==> src/rtl/adder_nnbit_seq_ctrl.sv <==
// -----------------------------------------------------------------------------
// adder_nnbit_seq_ctrl
//
// Multi-cycle W-bit adder (W = DATA_WIDTH*CHUNK_NUM) built around a single
// DATA_WIDTH-bit ripple ("nnbit serial carry") adder. The adder is reused once
// per cycle, least-significant chunk first, and the chunk carry is registered
// between cycles. A small IDLE -> CALC -> DONE FSM provides a valid/ready
// handshake on both the request and the result side.
//
// Configuration macro:
//   ADDER_SEQ_SUB_EN : adds input i_sub. When i_sub=1 at acceptance, the block
//                      computes a-b (b inverted, carry-in forced to 1); o_cry=1
//                      then means "no borrow". Undefined: add only.
//
// Ports:
//   i_clk    : clock, rising edge
//   i_rst_n  : asynchronous active-low reset
//   i_valid  : request valid (sampled only in IDLE)
//   o_ready  : high only in IDLE
//   i_num_a  : operand a, W bits
//   i_num_b  : operand b, W bits
//   i_cry    : carry into bit 0
//   i_sub    : subtract select (only with ADDER_SEQ_SUB_EN)
//   o_valid  : high only in DONE
//   i_ready  : result consumer ready (sampled only in DONE)
//   o_res    : registered sum, W bits
//   o_cry    : registered carry out of bit W-1
// -----------------------------------------------------------------------------
module adder_nnbit_seq_ctrl #(
  parameter int DATA_WIDTH = 8,
  parameter int CHUNK_NUM  = 4
) (
  input  logic                            i_clk,
  input  logic                            i_rst_n,
  input  logic                            i_valid,
  output logic                            o_ready,
  input  logic [DATA_WIDTH*CHUNK_NUM-1:0] i_num_a,
  input  logic [DATA_WIDTH*CHUNK_NUM-1:0] i_num_b,
  input  logic                            i_cry,
`ifdef ADDER_SEQ_SUB_EN
  input  logic                            i_sub,
`endif
  output logic                            o_valid,
  input  logic                            i_ready,
  output logic [DATA_WIDTH*CHUNK_NUM-1:0] o_res,
  output logic                            o_cry
);

  localparam int W     = DATA_WIDTH * CHUNK_NUM;
  // A one-chunk build still needs a 1-bit index register.
  localparam int IDX_W = (CHUNK_NUM > 1) ? $clog2(CHUNK_NUM) : 1;

  typedef enum logic [1:0] {
    IDLE = 2'd0,
    CALC = 2'd1,
    DONE = 2'd2
  } state_e;

  state_e             state_q, state_d;
  logic [W-1:0]       a_q, a_d;
  logic [W-1:0]       b_q, b_d;
  logic [W-1:0]       res_q, res_d;
  logic [IDX_W-1:0]   idx_q, idx_d;
  logic               cry_q, cry_d;      // carry between chunks
  logic               o_cry_q, o_cry_d;

  logic [DATA_WIDTH-1:0] chunk_a;
  logic [DATA_WIDTH-1:0] chunk_b;
  logic [DATA_WIDTH-1:0] chunk_sum;
  logic                  chunk_cout;
  logic                  is_last;

  // ---------------------------------------------------------------------------
  // The single DATA_WIDTH-bit ripple-carry adder, fed by the current chunk.
  // ---------------------------------------------------------------------------
  always_comb begin
    logic c;
    // NOTE: combinational logic uses blocking (=) so the ripple carry c is
    // visible to the next bit within the same evaluation; flops use <=.
    chunk_a   = a_q[int'(idx_q)*DATA_WIDTH +: DATA_WIDTH];
    chunk_b   = b_q[int'(idx_q)*DATA_WIDTH +: DATA_WIDTH];
    chunk_sum = '0;
    c         = cry_q;
    for (int i = 0; i < DATA_WIDTH; i++) begin
      chunk_sum[i] = chunk_a[i] ^ chunk_b[i] ^ c;
      c            = (chunk_a[i] & chunk_b[i]) | (c & (chunk_a[i] ^ chunk_b[i]));
    end
    chunk_cout = c;
  end

  assign is_last = (idx_q == IDX_W'(CHUNK_NUM - 1));

  // ---------------------------------------------------------------------------
  // Next-state / datapath control
  // ---------------------------------------------------------------------------
  always_comb begin
    // NOTE: every signal gets a hold-value default first so no path through
    // the case leaves one unassigned, which would infer a latch.
    state_d = state_q;
    a_d     = a_q;
    b_d     = b_q;
    res_d   = res_q;
    idx_d   = idx_q;
    cry_d   = cry_q;
    o_cry_d = o_cry_q;

    unique case (state_q)
      IDLE: begin
        if (i_valid) begin
          a_d   = i_num_a;
          b_d   = i_num_b;
          cry_d = i_cry;
`ifdef ADDER_SEQ_SUB_EN
          // a - b = a + ~b + 1; the external carry is not used here.
          if (i_sub) begin
            b_d   = ~i_num_b;
            cry_d = 1'b1;
          end
`endif
          idx_d   = '0;
          state_d = CALC;
        end
      end
      CALC: begin
        res_d[int'(idx_q)*DATA_WIDTH +: DATA_WIDTH] = chunk_sum;
        cry_d = chunk_cout;
        idx_d = idx_q + IDX_W'(1);
        if (is_last) begin
          o_cry_d = chunk_cout;
          state_d = DONE;
        end
      end
      DONE: begin
        if (i_ready) state_d = IDLE;
      end
      default: state_d = IDLE;
    endcase
  end

  // NOTE: every flop, including the operand and result registers, is reset so
  // the outputs are defined as soon as reset asserts and an aborted operation
  // leaves nothing behind.
  always_ff @(posedge i_clk or negedge i_rst_n) begin
    if (!i_rst_n) begin
      state_q <= IDLE;
      a_q     <= '0;
      b_q     <= '0;
      res_q   <= '0;
      idx_q   <= '0;
      cry_q   <= 1'b0;
      o_cry_q <= 1'b0;
    end else begin
      state_q <= state_d;
      a_q     <= a_d;
      b_q     <= b_d;
      res_q   <= res_d;
      idx_q   <= idx_d;
      cry_q   <= cry_d;
      o_cry_q <= o_cry_d;
    end
  end

  // Handshake outputs are pure decodes of the state register.
  assign o_ready = (state_q == IDLE);
  assign o_valid = (state_q == DONE);
  assign o_res   = res_q;
  assign o_cry   = o_cry_q;

endmodule

==> config.mk <==
export PLATFORM = sky130hd
export DESIGN_NAME = adder_nnbit_seq_ctrl
export DESIGN_NICKNAME = d
export VERILOG_FILES = /design/src/rtl/adder_nnbit_seq_ctrl.sv
export SDC_FILE = /design/constraint.sdc
export NUM_CORES = 1
export LEC_CHECK = 0
export BUFFER_PORTS_ARGS = -buffer_cell sky130_fd_sc_hd__buf_4
export CAP_MARGIN = 30
export CELL_PAD_IN_SITES_DETAIL_PLACEMENT = 1
export CELL_PAD_IN_SITES_GLOBAL_PLACEMENT = 1
export CORE_ASPECT_RATIO = 0.6
export CORE_MARGIN = 2
export CORE_UTILIZATION = 40
export CTS_BUF_LIST = sky130_fd_sc_hd__clkbuf_8
export CTS_CLUSTER_SIZE = 24
export DETAILED_ROUTE_END_ITERATION = 12
export PLACE_DENSITY_LB_ADDON = 0.1
export SYNTH_ARGS = -nofsm -noshare
export SYNTH_HDL_FRONTEND = slang
export SYNTH_SLANG_ARGS = --single-unit
==> constraint.sdc <==
create_clock -name i_clk -period 4.9 [get_ports i_clk]
set_clock_uncertainty 0.05 [all_clocks]
set_input_delay 0.245 -clock i_clk [delete_from_list [all_inputs] [get_ports i_clk]]
set_output_delay 0.245 -clock i_clk [all_outputs]
set_load 0.02 [all_outputs]
==> out/results.ini, run 1 <==
[status]
status=finished, final reports clean

[logic_synthesis]
netlist_instances=327
yosysSeqAreaShare_pct=52.7
synth_nets=410
yosys-mux-area-fraction_pct=23.8
yosysUniqueCellTypes=34
synth-seq-cells=102
synthSimpleGateAreaFrac_pct=4.73
synth_edf_count=0
synth_area_um2=4840
syn_area_per_cell_um2=14.8
ys.flop_type=dfrtp_1
ys_warn_count=0
synth_top_family_by_area=multiplexers
synth_xor_area_share_pct=0
synthTopCellsByArea=dfrtp_1, mux2_2, mux4_1, a32o_1, fa_1
synthAdderAreaFrac_pct=4.86
synth_compound_area_share_pct=7.42
synth_top_cell_area_share_pct=52.7
synth_common_cells=dfrtp_1, mux2_2, inv_1
synthArstFlopShare_pct=100
synth_most_common_cell=dfrtp_1
yosys.area.top_type=dfrtp_1

[worst_setup_path]
setup.worst_path.start_class=flop
reg2reg_to=o_res[7]
cpMaxStageDelayCell=fa_1
cp_data_required_time_ns=5.11
path_cells=mux4_1 -> inv_1 -> fa_1 -> fa_1 -> fa_1 -> fa_1 -> fa_1 -> fa_1 -> inv_1 -> fa_1 -> fa_1 -> and2_1 -> a32o_1
cp_max_fo=4
worstSetupPathType=flop to flop
rr_startpoint=idx_q[0]
end_kind=flop
critPathMaxStageDelay_ns=0.47
endpoint=o_res[7]
timing.reg2reg.setup_slack_ns=0.36
worst_ep_arrival_time_ns=4.75
path_common_cell=fa_1
crit_path_start=idx_q[0]
ff2ff_path_depth=13

[cts]
postCtsSetupRepairBufs=0
h-tree-depth=3
cts_tree=built
cts.clk_slew.worst_paths_ns=0.09
cts_sinks=102
cts-resized-gates=0
clk_latency_ns=0.37
cts_inserted_buffers=9
ctsRootBufferMaster=clkbuf_8
cts_buffer_depth=2

[timing]
period_minus_slack_ns=4.54
finalCritPeriodShare_pct=92.6
fin_ws_ns=0.362
slew_headroom_pct=42.2
finalHoldViolations=0
rsz0062_at_grt=no
hold_ws_ns=0.0368
max_freq_mhz=220
slew_viol_final=0
tns_ns=0
setup_violations=0
worstMarginPinSlew_ns=0.867

[die]
coreArea_um2=11900
die_h_um=89.2
placementRows=31
initial_utilization_pct=40.5
dieArea_um2=13000
ios=104
die_w_um=146

[cells_and_area]
n_fill_cell=1256
fin_area_um2=5910
multi_input_area_um2=1980
diodes=0
area_delta_synth_final_pct=22.2
fin_nets=510
drive_gt1_share_pct=45.1
ff_latch_area_um2=2550

[global_route]
top_usage_layer=met2
grt_antenna_before_repair=0
gr-usage-met1_pct=27.3
grtUsageMet2_pct=27.6
grt_pass1_wl_mm=18.3
overflow=0
grt_max_degree=71
use_met3_pct=5.61
grt_util_all_layers_pct=18.7
grt_pass1_vias=3276

[detailed_routing]
route.detailed.drc=0
antenna_left=0
drt_iter0_markers=144
drt-pass1-iter-count=6
wl_per_cell_um=19.2
viasPerCell=5.15
vias=3074
routed_wl_mm=11.4

[pwr]
vdd_ir_drop_max_v=0.000278
total_power_mw=4.53
power_density_nw_per_um2=767
leakage_nw=2.71

[placement]
placed_area_um2=5690
io_buffers=103
finalWeightedCongestion=0.767
hpwl_mm=8.32
place_ws_ns=0.364

[hold_path]
hp-class=primary input to flop
holdPathStages=2

[run]
cap_violations=0

## worst min path at each step
stage / slack, ns / to / startpoint
2_1_floorplan: -0.10 / a_q[0] / i_rst_n
4_1_cts: 0.02 / b_q[31] / i_num_b[31]
6_report: 0.04 / b_q[31] / i_num_b[31]
3_3_place_gp: 0.17 / b_q[13] / i_rst_n
5_1_grt: 0.02 / b_q[31] / i_num_b[31]
3_5_place_dp: 0.17 / b_q[13] / i_rst_n
## flip-flops by register name (all words and copies together) (netlist names)
register  flops
a_q          32
b_q          32
cry_q         1
idx_q         2
o_cry         1
o_res        32
state_q       2
## routing by layer
layer  vias up  routed length [µm]
met5         -                   0
met3         9                 622
met4         0                 106
li1       1384                   -
met1      1594                5850
met2        87                4870
## through the flow
| stage | instances | util [%] |
|---|---|---|
| 2_1_floorplan | 327 | - |
| 3_3_place_gp | 579 | 47.7 |
| 3_5_place_dp | 579 | 47.7 |
| 4_1_cts | 597 | 49.5 |
| 5_1_grt | 597 | 49.5 |
| 6_report | 597 | 49.5 |
## timing repair
item | 4_1_cts | 5_1_grt
endpoints found under the hold margin | 33 | 0
endpoints found under the setup margin | 0 | 0
hold buffers | 2 | 0
## worst max-delay path, delay by kind of cell (launching register included)
| kind | cells | cell delay, ns |
|---|---|---|
| buffers and inverters | 2 | 0.13 |
| AND/OR/NAND/NOR | 1 | 0.19 |
| AO/OA/AOI/OAI | 1 | 0.23 |
| flip-flops | 1 | 0.43 |
| adder cells (fa/ha/maj) | 8 | 3.05 |
| multiplexers | 1 | 0.34 |
## logic make-up after synthesis
group	after synthesis
adder cells (fa/ha/maj)	14
buffers and inverters	58
AND/OR/NAND/NOR	34
AO/OA/AOI/OAI	37
multiplexers	82
flip-flops	102
## power by group
part	internal (mW)	leakage [nW]	switching, mW
combinational	1.16	1.33	1.38
clock	0.260	0.110	0.279
sequential	1.22	1.26	0.236
## final cells by class
class	instances	share of cell area, %
sequential	102	43.2
multi-input combinational	167	33.5
timing repair buffer	111	14.2
tap	165	3.49
clock buffer	11	2.56
inverter	36	2.28
clock inverter	5	0.825
## cells in the final DEF (no fill, tap or decap), drive strengths merged, types with 4 or more instances in the layout
| master | count |
|---|---|
| a32o | 16 |
| buf | 109 |
| clkbuf | 11 |
| dfrtp | 102 |
| fa | 8 |
| ha | 6 |
| inv | 37 |
| mux2 | 66 |
| mux4 | 16 |
| nand2b | 4 |
| nor2 | 7 |
| nor2b | 10 |
| o32ai | 16 |
Power figures use the tool's default switching activity.
==> run 2: changes to the inputs <==
==> constraint.sdc (replaced) <==
create_clock -name i_clk -period 3.65 [get_ports i_clk]
set_clock_uncertainty 0.05 [all_clocks]
set_input_delay 0.1825 -clock i_clk [delete_from_list [all_inputs] [get_ports i_clk]]
set_output_delay 0.1825 -clock i_clk [all_outputs]
set_load 0.02 [all_outputs]
==> run 2 against run 1 <==
  * The run now ends with negative setup slack left
  * Flip-flop and latch count unchanged
  * Via count increased by 8.7%
  * Sequential share of layout area decreased by 4.4 points
  * Worst hold slack got worse by 0.022 ns
  * Wire length increased by 8.3%
  * Sequential power increased by 34%
  * First-iteration DRC count decreased by 22%
  * Critical path type unchanged
  * Critical endpoint unchanged
  * Largest cell class unchanged
==> out/results.ini, run 2 (synthesis results as in run 1) <==
[status]
status=finished, violations left
violations=negative setup slack

[global_route]
grt_pass1_wl_mm=19.9
grt_antenna_before_repair=0
grt_pass1_vias=3560
grt_util_all_layers_pct=20.2
overflow=0
grt_max_degree=63

[run]
cap_violations=0

[cts]
cts_inserted_buffers=9
h-tree-depth=3
cts_sinks=102
cts_buffer_depth=2
clk_latency_ns=0.36
postCtsSetupRepairBufs=0
ctsRootBufferMaster=clkbuf_8
cts_tree=built
cts.clk_slew.worst_paths_ns=0.09

[detailed_routing]
wl_per_cell_um=18.7
met3_length_um=618
antenna_left=0
route.detailed.drc=0
routed_wl_mm=12.4
wl_met1_mm=6.23
drt_iter0_markers=113
route.met2.wl_mm=5.42
highest_layer=met4
vias=3342
drt-pass1-iter-count=5
viasPerCell=5.05

[timing]
tns_ns=-3.87
worstMarginPinSlew_ns=0.966
finalHoldViolations=0
slew_headroom_pct=35.2
fin_ws_ns=-0.540
hold_ws_ns=0.0151
setup_violations=12
rsz0062_at_grt=yes
period_minus_slack_ns=4.19
slew_viol_final=0
finalCritPeriodShare_pct=115
max_freq_mhz=239

[hold_path]
hp-class=primary input to flop
holdPathStages=2

[worst_setup_path]
cp_data_required_time_ns=3.86
cp_max_fo=5
end_kind=flop
worstSetupPathType=flop to flop
ff2ff_path_depth=13
setup.worst_path.start_class=flop
worst_ep_arrival_time_ns=4.40

[die]
ios=104
coreArea_um2=11900
die_w_um=146
die_h_um=89.2
dieArea_um2=13000
initial_utilization_pct=40.5
placementRows=31

[placement]
hpwl_mm=8.60
finalWeightedCongestion=0.747
io_buffers=103
place_ws_ns=-0.588

[cells_and_area]
diodes=0
n_fill_cell=1234
ff_latch_area_um2=2550
area_delta_synth_final_pct=36.1
multi_input_area_um2=2030
fin_nets=577
drive_gt1_share_pct=44.1
final_common_cell=buf_4
final_cell_mix=buf_4, dfrtp_1, mux2_2, dlygate4sd3_1, inv_1

[pwr]
total_power_mw=6.68
vdd_ir_drop_max_v=0.000542
leakage_nw=2.95
power_density_nw_per_um2=1010

==> run 2: cell types whose count changed in the layout (fill, tap and decap cells not counted), moves of 3 or more <==
cell           delta
fa_1              -7
dlygate4sd3_1    +59
fa_2              +7
inv_2             +3
buf_4             +6
inv_1             -6
==> run 2: stage by stage <==
step | instances | utilization, % | cell area, µm²
after floorplan | 327 | - | 4850
after global placement | 587 | 48.3 | 5770
after detailed placement | 587 | 48.3 | 5770
after CTS | 661 | 54.7 | 6540
after global routing | 662 | 55.2 | 6590
final | 662 | 55.2 | 6590
==> run 2: what timing repair did <==
item | 4_1_cts | 5_1_grt
hold endpoints to repair | 109 | 1
pin swaps | 1 | 6
hold buffers | 60 | 1
gates resized for setup | 2 | 10
endpoints found under the setup margin | 14 | 14
==> run 2: final cells by class <==
class                           count  share of cell area (%)
Clock inverter                      4                   0.380
Timing Repair Buffer              178                    22.7
Clock buffer                       10                    2.09
Tap cell                          165                    3.13
Inverter                           36                    2.13
Multi-Input combinational cell    167                    30.8
Sequential cell                   102                    38.8
==> run 2: path summary, 6_finish.rpt <==
kind | startpoint | endpoint | slack [ns]
hold reg to reg | b_q[6] | b_q[6] | 0.44
setup / recovery | idx_q[0] | o_res[7] | -0.54
max in group asynchronous | i_rst_n | idx_q[0] | 2.37
hold / removal | i_num_a[16] | a_q[16] | 0.02
setup reg to reg | idx_q[0] | o_res[7] | -0.54
min in group asynchronous | i_rst_n | b_q[29] | 0.34
==> run 2: worst max-delay path: stages (launching register included) <==
cell	delay, ns
dfrtp_2	0.45
mux4_2	0.35
inv_2	0.04
fa_2	0.36
fa_2	0.36
fa_2	0.34
fa_2	0.34
fa_2	0.35
fa_2	0.34
inv_2	0.06
fa_2	0.19
fa_1	0.41
and2_1	0.18
a32o_1	0.24
==> run 2: where the power goes <==
part | internal [mW] | total (mW) | switching, mW
registers | 1.64 | 1.95 | 0.313
clock network | 0.257 | 0.637 | 0.380
logic | 1.98 | 4.09 | 2.11
total | 3.87 | 6.68 | 2.81
==> run 2: per-layer routing <==
metal	vias up	track usage (%)
met5	-	0
met4	0	4.15
met3	10	4.85
met2	101	31.6
met1	1715	29.2
li1	1516	-
==> run 3: changes to the inputs <==
--- a/config.mk
+++ b/config.mk
@@ -11,7 +11,7 @@
 export CELL_PAD_IN_SITES_GLOBAL_PLACEMENT = 1
 export CORE_ASPECT_RATIO = 0.6
 export CORE_MARGIN = 2
-export CORE_UTILIZATION = 40
+export CORE_UTILIZATION = 42
 export CTS_BUF_LIST = sky130_fd_sc_hd__clkbuf_8
 export CTS_CLUSTER_SIZE = 24
 export DETAILED_ROUTE_END_ITERATION = 12
==> run 3 against run 2 <==
  * The flow still finishes with violations (negative setup slack)
  * Cell count is 2.9% lower
  * Cell area is 1.2% higher
  * Die area decreased by 4.6%
  * Sequential power about the same
  * First-iteration DRC count grew 33%
  * Wire length is 2.7% higher
  * Setup slack worse by 0.082 ns
  * Combinational power increased by 5%
==> out/results.ini, run 3 (synthesis results as in run 1) <==
[die]
ios=104
placementRows=30
initial_utilization_pct=43.0
die_w_um=143
dieArea_um2=12400
coreArea_um2=11300
die_h_um=87.2

[worst_setup_path]
worst_ep_arrival_time_ns=4.48
rr_startpoint=idx_q[0]
setup.worst_path.start_class=flop
ff2ff_path_depth=13
worstSetupPathType=flop to flop
cp_max_fo=4
cp_data_required_time_ns=3.86
end_kind=flop
reg2reg_to=o_res[7]
timing.reg2reg.setup_slack_ns=-0.62

[status]
violations=negative setup slack
status=finished, violations left

[cts]
clk_latency_ns=0.37
h-tree-depth=3
cts_buffer_depth=2
cts_sinks=102
ctsRootBufferMaster=clkbuf_8
cts_tree=built
cts.clk_slew.worst_paths_ns=0.09
cts_inserted_buffers=9

[timing]
rsz0062_at_grt=yes
fin_ws_ns=-0.622
max_freq_mhz=234
setup_violations=13
hold_ws_ns=0.0154
slew_viol_final=0
slew_headroom_pct=41.1
worstMarginPinSlew_ns=0.879
finalHoldViolations=0
finalCritPeriodShare_pct=117
period_minus_slack_ns=4.27

[placement]
dp.cells=563
hpwl_mm=8.75
place_ws_ns=-0.611
finalWeightedCongestion=0.811
io_buffers=103

[pwr]
intPower_mw=4.21
power_density_nw_per_um2=1070
leakage_nw=3.00
vdd_ir_drop_max_v=0.000527
clockPowerShare_pct=12.2
total_power_mw=7.10
swShare_pct=40.8
p_sw_mw=2.90
combPwrFrac_pct=60.3
p_seq_share_pct=27.5

[cells_and_area]
fin_util_pct=59.2
final_cell_mix=buf_4, dfrtp_1, dlygate4sd3_1, mux2_2, inv_1
drive_gt1_share_pct=43.9
area_delta_synth_final_pct=37.7
diodes=0
final_common_cell=buf_4
fin_cells=643
fin_nets=577

[detailed_routing]
drt_iter0_markers=150
antenna_left=0
wl_per_cell_um=19.8
drt-pass1-iter-count=4
route.detailed.drc=0
viasPerCell=5.12
vias=3289
routed_wl_mm=12.7

[global_route]
grt_max_degree=65
overflow=0
grt_antenna_before_repair=0
grt_pass1_wl_mm=20.3
grt_pass1_vias=3666
grt_util_all_layers_pct=22.2

[hold_path]
min_to=a_q[6]
hp-class=primary input to flop
hold_start=i_num_a[6]
holdPathStages=2

[run]
cap_violations=0

[run 3: cell type report]
cell class,instances,area [µm²]
clock buffer,10,138
clock inverter,6,110
fill,1106,4590
inverter,36,140
multi-input combinational,167,2030
sequential,102,2550
tap,144,180
timing repair buffer,178,1510
[run 3: worst max-delay path by stage]
stage,from,end,slack [ns]
3_3_place_gp,idx_q[0],o_res[7],-0.53
2_1_floorplan,idx_q[0],o_res[7],-0.60
4_1_cts,idx_q[0],o_res[7],-0.62
3_5_place_dp,idx_q[0],o_res[31],-0.61
6_report,idx_q[0],o_res[7],-0.62
5_1_grt,idx_q[0],o_res[7],-0.75
[run 3: per-stage QoR]
| stage | setup TNS [ns] | area (µm²) |
|---|---|---|
| after floorplan | -3.40 | 4850 |
| after global placement | -3.12 | 5720 |
| after detailed placement | -4.04 | 5720 |
| after CTS | -4.47 | 6660 |
| after global routing | -5.81 | 6670 |
| final | -4.21 | 6670 |
[run 3: layer usage]
layer	part of all wire, %	vias up	track usage [%]	routed length [µm]
li1	-	1513	-	-
met1	49	1685	31.4	6230
met2	46	78	35.1	5840
met3	4.0	13	5.22	515
met4	1.2	0	5.31	155
met5	0	-	0	0
[run 3: repair_timing]
action	4_1_cts	5_1_grt
hold buffers	62	1
hold endpoints to repair	122	1
resized for setup	11	4
endpoints found under the setup margin	14	14
pin swaps	9	6
buffers inserted	2	1
[run 3: critical path: stages, from the launching register on]
cell and delay, ns:
dfrtp_2 0.45, mux4_2 0.36, inv_2 0.04, fa_2 0.36, fa_2 0.35, fa_2 0.35
fa_2 0.35, fa_2 0.36, fa_2 0.35, inv_2 0.07, fa_2 0.21, fa_2 0.46
and2_1 0.17, a32o_1 0.24
[run 3: power by group through the flow]
| stage | combinational (mW) | sequential, mW | clock [mW] |
|---|---|---|---|
| final | 4.28 | 1.96 | 0.864 |
| after global routing | 4.60 | 2.03 | 0.932 |
| after CTS | 4.38 | 1.95 | 0.889 |
| after detailed placement | 3.87 | 1.97 | 0 |
| after global placement | 3.72 | 1.95 | 0 |
| after floorplan | 2.41 | 2.00 | 0 |
